### src/rtl/led_scanner_pkg.sv
// Shared types for the LED pattern scanner.
// Mode and direction encodings used by all scanner files.
package led_scanner_pkg;

  typedef enum logic [1:0] {
    MODE_BOUNCE,
    MODE_ROT_L,
    MODE_ROT_R,
    MODE_COUNT
  } mode_t;

  typedef enum logic {
    DIR_UP,
    DIR_DOWN
  } dir_t;

endpackage

### src/rtl/led_scanner_rise.sv
// Rising-edge detector for slow synchronous level inputs.
// The history flop resets to RST_VAL so a held input gives no pulse.
module rise_detect #(
  parameter logic RST_VAL = 1'b1
) (
  input  logic clk,
  input  logic reset,
  input  logic d,
  output logic rise
);

  logic q;

  always_ff @(posedge clk) begin
    if (reset) q <= RST_VAL;
    else       q <= d;
  end

  assign rise = d & ~q;

endmodule

### src/rtl/led_scanner.sv
// LED pattern generator: bounce, rotate left/right and binary count.
// One pattern step per rising edge of the divider square wave.
module led_scanner
  import led_scanner_pkg::*;
#(
  parameter int W = 8
) (
  input  logic         clk,
  input  logic         reset,
  input  logic         tick,
  input  logic         pause,
  input  logic [1:0]   mode,
  output logic [W-1:0] leds,
  output logic         dir,
  output logic         step,
  output logic         wrap
);

  localparam int PW = (W > 1) ? $clog2(W) : 1;
  localparam logic [PW-1:0] PMAX = PW'(W - 1);
  localparam logic [PW-1:0] PONE = PW'(1);
  localparam logic [W-1:0] ONE = W'(1);

  logic          edge_raw;
  mode_t         mode_q;
  logic          chg_p;
  logic          acc_p;
  logic [PW-1:0] pos;
  logic [PW-1:0] pos_n;
  logic [W-1:0]  cnt;
  logic [W-1:0]  cnt_n;
  dir_t          dir_q;
  dir_t          dir_n;
  logic          wrap_n;
  logic [W-1:0]  leds_n;

  rise_detect #(
    .RST_VAL(1'b1)
  ) u_rise (
    .clk  (clk),
    .reset(reset),
    .d    (tick),
    .rise (edge_raw)
  );

  // A mode change outranks an edge arriving in the same cycle.
  always_ff @(posedge clk) begin
    if (reset) begin
      mode_q <= MODE_BOUNCE;
      chg_p  <= 1'b0;
      acc_p  <= 1'b0;
    end else begin
      mode_q <= mode_t'(mode);
      chg_p  <= (mode != mode_q);
      acc_p  <= edge_raw & ~pause
              & (mode == mode_q);
    end
  end

  always_comb begin
    pos_n  = pos;
    cnt_n  = cnt;
    dir_n  = dir_q;
    wrap_n = 1'b0;
    unique case (mode_q)
      MODE_BOUNCE: begin
        if (dir_q == DIR_UP) begin
          if (pos == PMAX) begin
            pos_n  = PMAX - PONE;
            dir_n  = DIR_DOWN;
            wrap_n = 1'b1;
          end else begin
            pos_n = pos + PONE;
          end
        end else begin
          if (pos == '0) begin
            pos_n  = PONE;
            dir_n  = DIR_UP;
            wrap_n = 1'b1;
          end else begin
            pos_n = pos - PONE;
          end
        end
      end
      MODE_ROT_L: begin
        if (pos == PMAX) begin
          pos_n  = '0;
          wrap_n = 1'b1;
        end else begin
          pos_n = pos + PONE;
        end
      end
      MODE_ROT_R: begin
        if (pos == '0) begin
          pos_n  = PMAX;
          wrap_n = 1'b1;
        end else begin
          pos_n = pos - PONE;
        end
      end
      MODE_COUNT: begin
        cnt_n  = cnt + ONE;
        wrap_n = (cnt == '1);
      end
      default: ;
    endcase
  end

  assign leds_n = (mode_q == MODE_COUNT)
                ? cnt_n : (ONE << pos_n);

  always_ff @(posedge clk) begin
    if (reset) begin
      pos   <= '0;
      cnt   <= '0;
      dir_q <= DIR_UP;
      leds  <= ONE;
      step  <= 1'b0;
      wrap  <= 1'b0;
    end else if (chg_p) begin
      pos   <= '0;
      cnt   <= '0;
      dir_q <= DIR_UP;
      leds  <= (mode_q == MODE_COUNT)
             ? '0 : ONE;
      step  <= 1'b0;
      wrap  <= 1'b0;
    end else if (acc_p) begin
      pos   <= pos_n;
      cnt   <= cnt_n;
      dir_q <= dir_n;
      leds  <= leds_n;
      step  <= 1'b1;
      wrap  <= wrap_n;
    end else begin
      step  <= 1'b0;
      wrap  <= 1'b0;
    end
  end

  assign dir = (dir_q == DIR_DOWN);

endmodule

### config.mk
export PLATFORM = sky130hd
export DESIGN_NAME = led_scanner
export DESIGN_NICKNAME = d
export VERILOG_FILES = /design/src/rtl/led_scanner_pkg.sv /design/src/rtl/led_scanner_rise.sv /design/src/rtl/led_scanner.sv
export SDC_FILE = /design/constraint.sdc
export NUM_CORES = 1
export LEC_CHECK = 0
export CORE_MARGIN = 2
export CORE_UTILIZATION = 59
export CTS_BUF_LIST = sky130_fd_sc_hd__clkbuf_16
export DETAILED_ROUTE_END_ITERATION = 8
export GPL_ROUTABILITY_DRIVEN = 0
export PLACE_DENSITY_LB_ADDON = 0.1
export SLEW_MARGIN = 20
export SYNTH_ARGS = -nofsm -noshare
export SYNTH_HDL_FRONTEND = slang
export SYNTH_SLANG_ARGS = --single-unit
### constraint.sdc
create_clock -name clk -period 4.1 [get_ports clk]
set_input_delay 0.615 -clock clk [delete_from_list [all_inputs] [get_ports clk]]
set_output_delay 0.615 -clock clk [all_outputs]
set_load 0.005 [all_outputs]
==> results of run 1 <==
-- registers in the layout (all words and copies together) (netlist names) --
register,cells
acc_p,1
chg_p,1
cnt,8
dir,1
leds,8
mode_q,2
pos,3
step,1
u_rise.q,1
wrap,1
-- critical path, cell delays in order, from the launching register on --
cell and delay, ns:
sky130_fd_sc_hd__dfxtp_1 0.42, sky130_fd_sc_hd__inv_1 0.09, sky130_fd_sc_hd__ha_1 0.29, sky130_fd_sc_hd__or3b_1 0.37
sky130_fd_sc_hd__a311oi_1 0.33, sky130_fd_sc_hd__a311oi_2 0.13, sky130_fd_sc_hd__a32o_1 0.32
-- logic make-up after synthesis --
kind of cell,share of synthesized area [%]
xor+xnor,6.851
fa+ha+maj,5.709
compound gates,23.08
buf+inv,4.975
simple gates,24.14
flops,35.24
-- cell usage in the layout (no fill, tap or decap), types with 4 or more instances in the layout --
cell type / netlist / final
sky130_fd_sc_hd__xor2_1: 6 / 6
sky130_fd_sc_hd__nor2_1: 20 / 20
sky130_fd_sc_hd__a21oi_1: 13 / 13
sky130_fd_sc_hd__o21ai_0: 5 / 5
sky130_fd_sc_hd__ha_1: 7 / 7
sky130_fd_sc_hd__inv_1: 7 / 7
sky130_fd_sc_hd__nor2b_1: 4 / 4
sky130_fd_sc_hd__dfxtp_1: 27 / 27
sky130_fd_sc_hd__nand2_1: 10 / 10
sky130_fd_sc_hd__nand3_1: 7 / 7
sky130_fd_sc_hd__xnor2_1: 6 / 6
sky130_fd_sc_hd__nor3_1: 5 / 5
sky130_fd_sc_hd__clkdlybuf4s50_1: 0 / 16
-- cell type report --
class	count	area [um^2]	area share, %
repair buffers	16	160.2	9.091
inverters	7	26.28	1.491
clock buffers	3	75.07	4.261
well taps	30	37.54	2.131
multi-input cells	134	917.1	52.06
clock inverters	1	5.005	0.2841
flip-flops and latches	27	540.5	30.68
-- metrics by stage --
stage	hold WS, ns	power [mW]	worst slack, ns	utilization [%]
after floorplan	0.4488	0.3087	2.287	-
after global placement	0.4496	0.3201	2.061	67.88
after detailed placement	0.4672	0.3214	1.990	67.88
after CTS	0.4764	0.5369	2.056	71.11
after global routing	0.5077	0.5526	1.893	71.11
final	0.4722	0.5356	2.055	71.11
-- power by group --
part / switching, mW / internal (mW)
Sequential: 0.00630 / 0.265
Combinational: 0.0254 / 0.0192
Clock: 0.0879 / 0.132
-- worst min path at each step --
stage	from	to	slack, ns	cells after the start
floorplan	cnt[1]	cnt[1]	0.45	2
finish	cnt[1]	cnt[1]	0.47	2
CTS	cnt[1]	cnt[1]	0.48	2
detailed placement	cnt[1]	cnt[1]	0.47	2
global placement	leds[2]	leds[2]	0.45	1
global route	leds[4]	leds[4]	0.51	1
-- cell usage after synthesis (3+ instances only) --
library cell and instances:
sky130_fd_sc_hd__inv_1 7, sky130_fd_sc_hd__xnor2_1 6, sky130_fd_sc_hd__ha_1 7, sky130_fd_sc_hd__or3_1 3
sky130_fd_sc_hd__and3_1 3, sky130_fd_sc_hd__nor3_1 5, sky130_fd_sc_hd__buf_4 3, sky130_fd_sc_hd__a21oi_1 13
sky130_fd_sc_hd__nor2b_1 4, sky130_fd_sc_hd__o22ai_1 3, sky130_fd_sc_hd__xor2_1 6, sky130_fd_sc_hd__nand2_1 10
sky130_fd_sc_hd__clkbuf_1 3, sky130_fd_sc_hd__nand3_1 7, sky130_fd_sc_hd__dfxtp_1 27, sky130_fd_sc_hd__o21ai_0 5
sky130_fd_sc_hd__nor2_1 20
-- routing by layer --
| metal | track usage (%) | routed length, um | share of wire (%) | vias up |
|---|---|---|---|---|
| met1 | 32.45 | 1505 | 46 | 631 |
| met4 | 8.130 | 36 | 1.1 | 0 |
| li1 | - | - | - | 658 |
| met3 | 5.108 | 164 | 5.1 | 6 |
| met2 | 37.10 | 1537 | 47 | 44 |
| met5 | 0 | 0 | 0 | - |
==> impl_metrics.json, run 1 <==
{
  "post_drt_via_cell_ratio": 6.142,
  "rr_worst_depth": 6,
  "initial_utilization_pct": 61.92,
  "worst_skew_pair.late_latency_ns": 0.26,
  "fillers": 205,
  "worst_setup_path_start_kind": "register",
  "maximum_count_of_clock_buffers_along_a_single_path": 2,
  "synth.largest_area_cell": "sky130_fd_sc_hd__dfxtp_1",
  "timing.rr.end": "leds[2]",
  "congestion_overflow_gr": 0,
  "p_per_area_mw_per_mm2": 304.0,
  "timing.rr.start": "pos[0]",
  "drt.antenna.violating_nets": 0,
  "synth_cell_types": 53,
  "tightestPinTransition_ns": 0.5905,
  "path_max_fanout": 6,
  "grt_start_max_net_pins": 18,
  "syn_avg_cell_area_um2": 8.716,
  "number_of_remaining_drc_errors": 0,
  "final.period_utilization_pct": 49.89,
  "final_net_count": 202,
  "design.die.area_mm2": 0.003024,
  "hold_violations": 0,
  "setup_viol_count_final": 0,
  "vdd_drop_max_mv": 0.2812,
  "post_syn_nets": 189,
  "die_span_in_x_um": 54.99,
  "unrepaired_setup_endpoints_after_global_routing": "false",
  "critPathCapture": "leds[2]",
  "rows": 18,
  "syn_area_mm2": 0.001534,
  "cts_setup_buffers": 0,
  "iter_0_drt_violations": 34,
  "first_pass_iters": 4,
  "post_synth_edffs": 0,
  "final-instance-count-excl-fill": 218,
  "finalSetupTns_ns": 0,
  "antenna_found_initial": 0,
  "drive_gt1_share_pct": 10.64,
  "power.static_leakage_nw": 0.6221,
  "synth_async_sr_flop_share_pct": 0,
  "postCtsHoldBufs": 0,
  "top_level_ports": 17,
  "timing.critical_path.arrival_ns": 2.20,
  "timing.final.crit_period_ns": 2.045,
  "numCtsBuffers": 3,
  "post-place-cells": 214,
  "antenna-diode-count": 0,
  "synth.area.top_cells": "sky130_fd_sc_hd__dfxtp_1, sky130_fd_sc_hd__ha_1, sky130_fd_sc_hd__nor2_1, sky130_fd_sc_hd__a21oi_1, sky130_fd_sc_hd__xnor2_1",
  "final.setup_skew_ns": 0.003507,
  "synth_top_cell_area_share_pct": 35.24,
  "post-route-cell-area_mm2": 0.001762,
  "ys_seq_area_share_pct": 35.24,
  "worst_setup_hold_path_clk_slew_ns": 0.07,
  "detail_route.wirelength_um": 3243,
  "holdCritPathClass": "reg2reg",
  "tritoncts": "built",
  "max-cap-violations": 0,
  "grt_pass1_wl_um": 5147,
  "syn_inst": 176,
  "io_buffer_count": 16,
  "die_y_um": 54.99,
  "synth_ff_type": "sky130_fd_sc_hd__dfxtp_1",
  "r2r_setup_slack_ns": 2.05,
  "max_freq_mhz": 488.9,
  "detail_route.wl_per_cell_um": 14.88,
  "cts_max_level": 1,
  "placedInstanceArea_mm2": 0.001682,
  "ctsRootBufferMaster": "sky130_fd_sc_hd__clkbuf_16",
  "setup.worst_path.end_class": "register",
  "timing.max_slew.rel_slack_pct": 60.58,
  "fp.coreArea_mm2": 0.002477,
  "status": "finished clean",
  "place.detailed.hpwl_um": 2385,
  "clock_sink_count": 27,
  "drv_slew": 0,
  "cp-startpoint": "pos[0]",
  "post_cts_resize_count": 0,
  "routed-via-count": 1339,
  "via_count_of_the_first_global_routing_pass": 1155,
  "critical_path_start_end_classification": "reg2reg",
  "grtUsageTotal_pct": 23.77,
  "ys.warnings.count": 0,
  "synth_register_bits": 27,
  "crit_required_ns": 4.25,
  "area_overhead_of_the_layout_relative_to_synthesis_pct": 14.85
}
No activity file was read; power rests on OpenSTA's default activity.
==> inputs of run 2 (changes only) <==
--- a/config.mk
+++ b/config.mk
@@ -6,7 +6,7 @@
 export NUM_CORES = 1
 export LEC_CHECK = 0
 export CORE_MARGIN = 2
-export CORE_UTILIZATION = 59
+export CORE_UTILIZATION = 50
 export CTS_BUF_LIST = sky130_fd_sc_hd__clkbuf_16
 export DETAILED_ROUTE_END_ITERATION = 8
 export GPL_ROUTABILITY_DRIVEN = 0
==> constraint.sdc (replaced) <==
create_clock -name clk -period 1.65 [get_ports clk]
set_input_delay 0.2475 -clock clk [delete_from_list [all_inputs] [get_ports clk]]
set_output_delay 0.2475 -clock clk [all_outputs]
set_load 0.005 [all_outputs]
==> impl_metrics.json, run 2 (synthesis gave the netlist of run 1 again) <==
{
  "status": "complete, but fails checks",
  "failed_checks": "setup timing",
  "number_of_remaining_drc_errors": 0,
  "first_pass_iters": 4,
  "drt.antenna.violating_nets": 0,
  "antenna-diode-count": 0,
  "timing.final.crit_period_ns": 1.730,
  "via_count_of_the_first_global_routing_pass": 1345,
  "ctsRootBufferMaster": "sky130_fd_sc_hd__clkbuf_16",
  "grt_pass1_wl_um": 6272,
  "postCtsHoldBufs": 0,
  "grt_start_max_net_pins": 17,
  "numCtsBuffers": 3,
  "rows": 20,
  "unrepaired_setup_endpoints_after_global_routing": "true",
  "post-place-cells": 236,
  "grtUsageTotal_pct": 23.25,
  "final.period_utilization_pct": 104.8,
  "layout.cells.most_common": "sky130_fd_sc_hd__dfxtp_1",
  "worst_setup_path_start_kind": "register",
  "timing.critical_path.arrival_ns": 1.89,
  "totalPowerFinal_mw": 1.394,
  "post_drt_via_cell_ratio": 5.740,
  "detail_route.wl_per_cell_um": 15.53,
  "path_max_fanout": 6,
  "critical_path_start_end_classification": "reg2reg",
  "setup_viol_count_final": 8,
  "drive_gt1_share_pct": 29.19,
  "tritoncts": "built",
  "power.static_leakage_nw": 0.7636,
  "fin_ws_ns": -0.07964,
  "setup.worst_path.end_class": "register",
  "antenna_found_initial": 0,
  "congestion_overflow_gr": 0,
  "place.detailed.hpwl_um": 2763,
  "die_span_in_x_um": 59.39,
  "detail_route.wirelength_um": 3758,
  "maximum_count_of_clock_buffers_along_a_single_path": 2,
  "hold_violations": 0,
  "p_per_area_mw_per_mm2": 679.8,
  "cts_max_level": 1,
  "vdd_drop_max_mv": 0.4594,
  "clock_sink_count": 27,
  "final-instance-count-excl-fill": 242,
  "area_overhead_of_the_layout_relative_to_synthesis_pct": 33.69,
  "worst_setup_hold_path_clk_slew_ns": 0.07,
  "tightestPinTransition_ns": 0.4394,
  "post-route-cell-area_mm2": 0.002051,
  "reg_top3": "cnt x8, leds x8, pos x3",
  "fp.coreArea_mm2": 0.002978,
  "final.setup_skew_ns": 0.004163,
  "iter_0_drt_violations": 69,
  "routed-via-count": 1389,
  "worst_skew_pair.late_latency_ns": 0.27,
  "crit_required_ns": 1.81,
  "die_y_um": 59.39,
  "layout.cells.most_common_list": "sky130_fd_sc_hd__dfxtp_1, sky130_fd_sc_hd__nor2_1, sky130_fd_sc_hd__buf_4",
  "max-cap-violations": 0,
  "holdCritPathClass": "reg2reg",
  "drv_slew": 0,
  "timing.max_slew.rel_slack_pct": 70.71,
  "final_net_count": 223,
  "placedInstanceArea_mm2": 0.001899,
  "max_freq_mhz": 578.2,
  "top_level_ports": 17,
  "design.die.area_mm2": 0.003527,
  "initial_utilization_pct": 51.51,
  "io_buffer_count": 16
}
-- run 2: cell count changes in the layout (fill, tap and decap cells not counted), sizes merged --
cell	previous run	this run
clkinv	1	0
buf	0	21
inv	7	8
-- run 2: worst paths after layout --
kind | slack, ns | cells past startpoint | endpoint | from
max reg2reg | -0.08 | 7 | leds[6] | pos[1]
min reg2reg | 0.48 | 1 | leds[6] | leds[6]
min | 0.48 | 1 | leds[6] | leds[6]
max | -0.08 | 7 | leds[6] | pos[1]
-- run 2: area by class of cell --
| class | instances | area (um^2) |
|---|---|---|
| repair buffers | 37 | 330.3 |
| clock buffers | 3 | 75.07 |
| well taps | 33 | 41.29 |
| multi-input cells | 134 | 1015 |
| flip-flops and latches | 27 | 551.8 |
| inverters | 7 | 31.28 |
| fillers | 241 | 927.1 |
| clock inverters | 1 | 6.256 |
-- run 2: what timing repair did --
action / CTS / global route
hold endpoints to repair: 0 / 0
gates cloned: 0 / 0
gates resized for setup: 6 / 9
pin swaps: 8 / 11
endpoints found under the setup margin: 10 / 15
setup buffers: 2 / 0
-- run 2: power by group --
part           internal [mW]  switching [mW]
Sequential             0.656          0.0103
Clock                  0.331           0.244
Combinational         0.0742          0.0785
Total                   1.06           0.333
-- run 2: per-layer routing --
layer	GRT usage (%)	wire length, um
met5	0	0
met4	10.39	44
met3	3.712	210
met2	35.48	1792
met1	32.16	1711
-- run 2: stage by stage --
stage               setup WS (ns)  util, %  setup TNS [ns]  hold WS (ns)
finish                   -0.07964    68.87         -0.4039        0.4784
global placement         -0.09304    63.78         -0.4456        0.4599
global route              -0.1415    68.87         -0.9448        0.5017
CTS                      -0.09185    67.61         -0.5573        0.4823
floorplan                 0.01857        -               0        0.3166
detailed placement        -0.1002    63.78         -0.6334        0.4650
-- run 2: worst max-delay path: stages, from the launching register on --
cell	delay, ns
sky130_fd_sc_hd__dfxtp_4	0.37
sky130_fd_sc_hd__inv_4	0.08
sky130_fd_sc_hd__ha_4	0.18
sky130_fd_sc_hd__nor2b_1	0.13
sky130_fd_sc_hd__o21ai_1	0.08
sky130_fd_sc_hd__a221o_1	0.40
sky130_fd_sc_hd__and2_4	0.18
sky130_fd_sc_hd__a32o_1	0.21
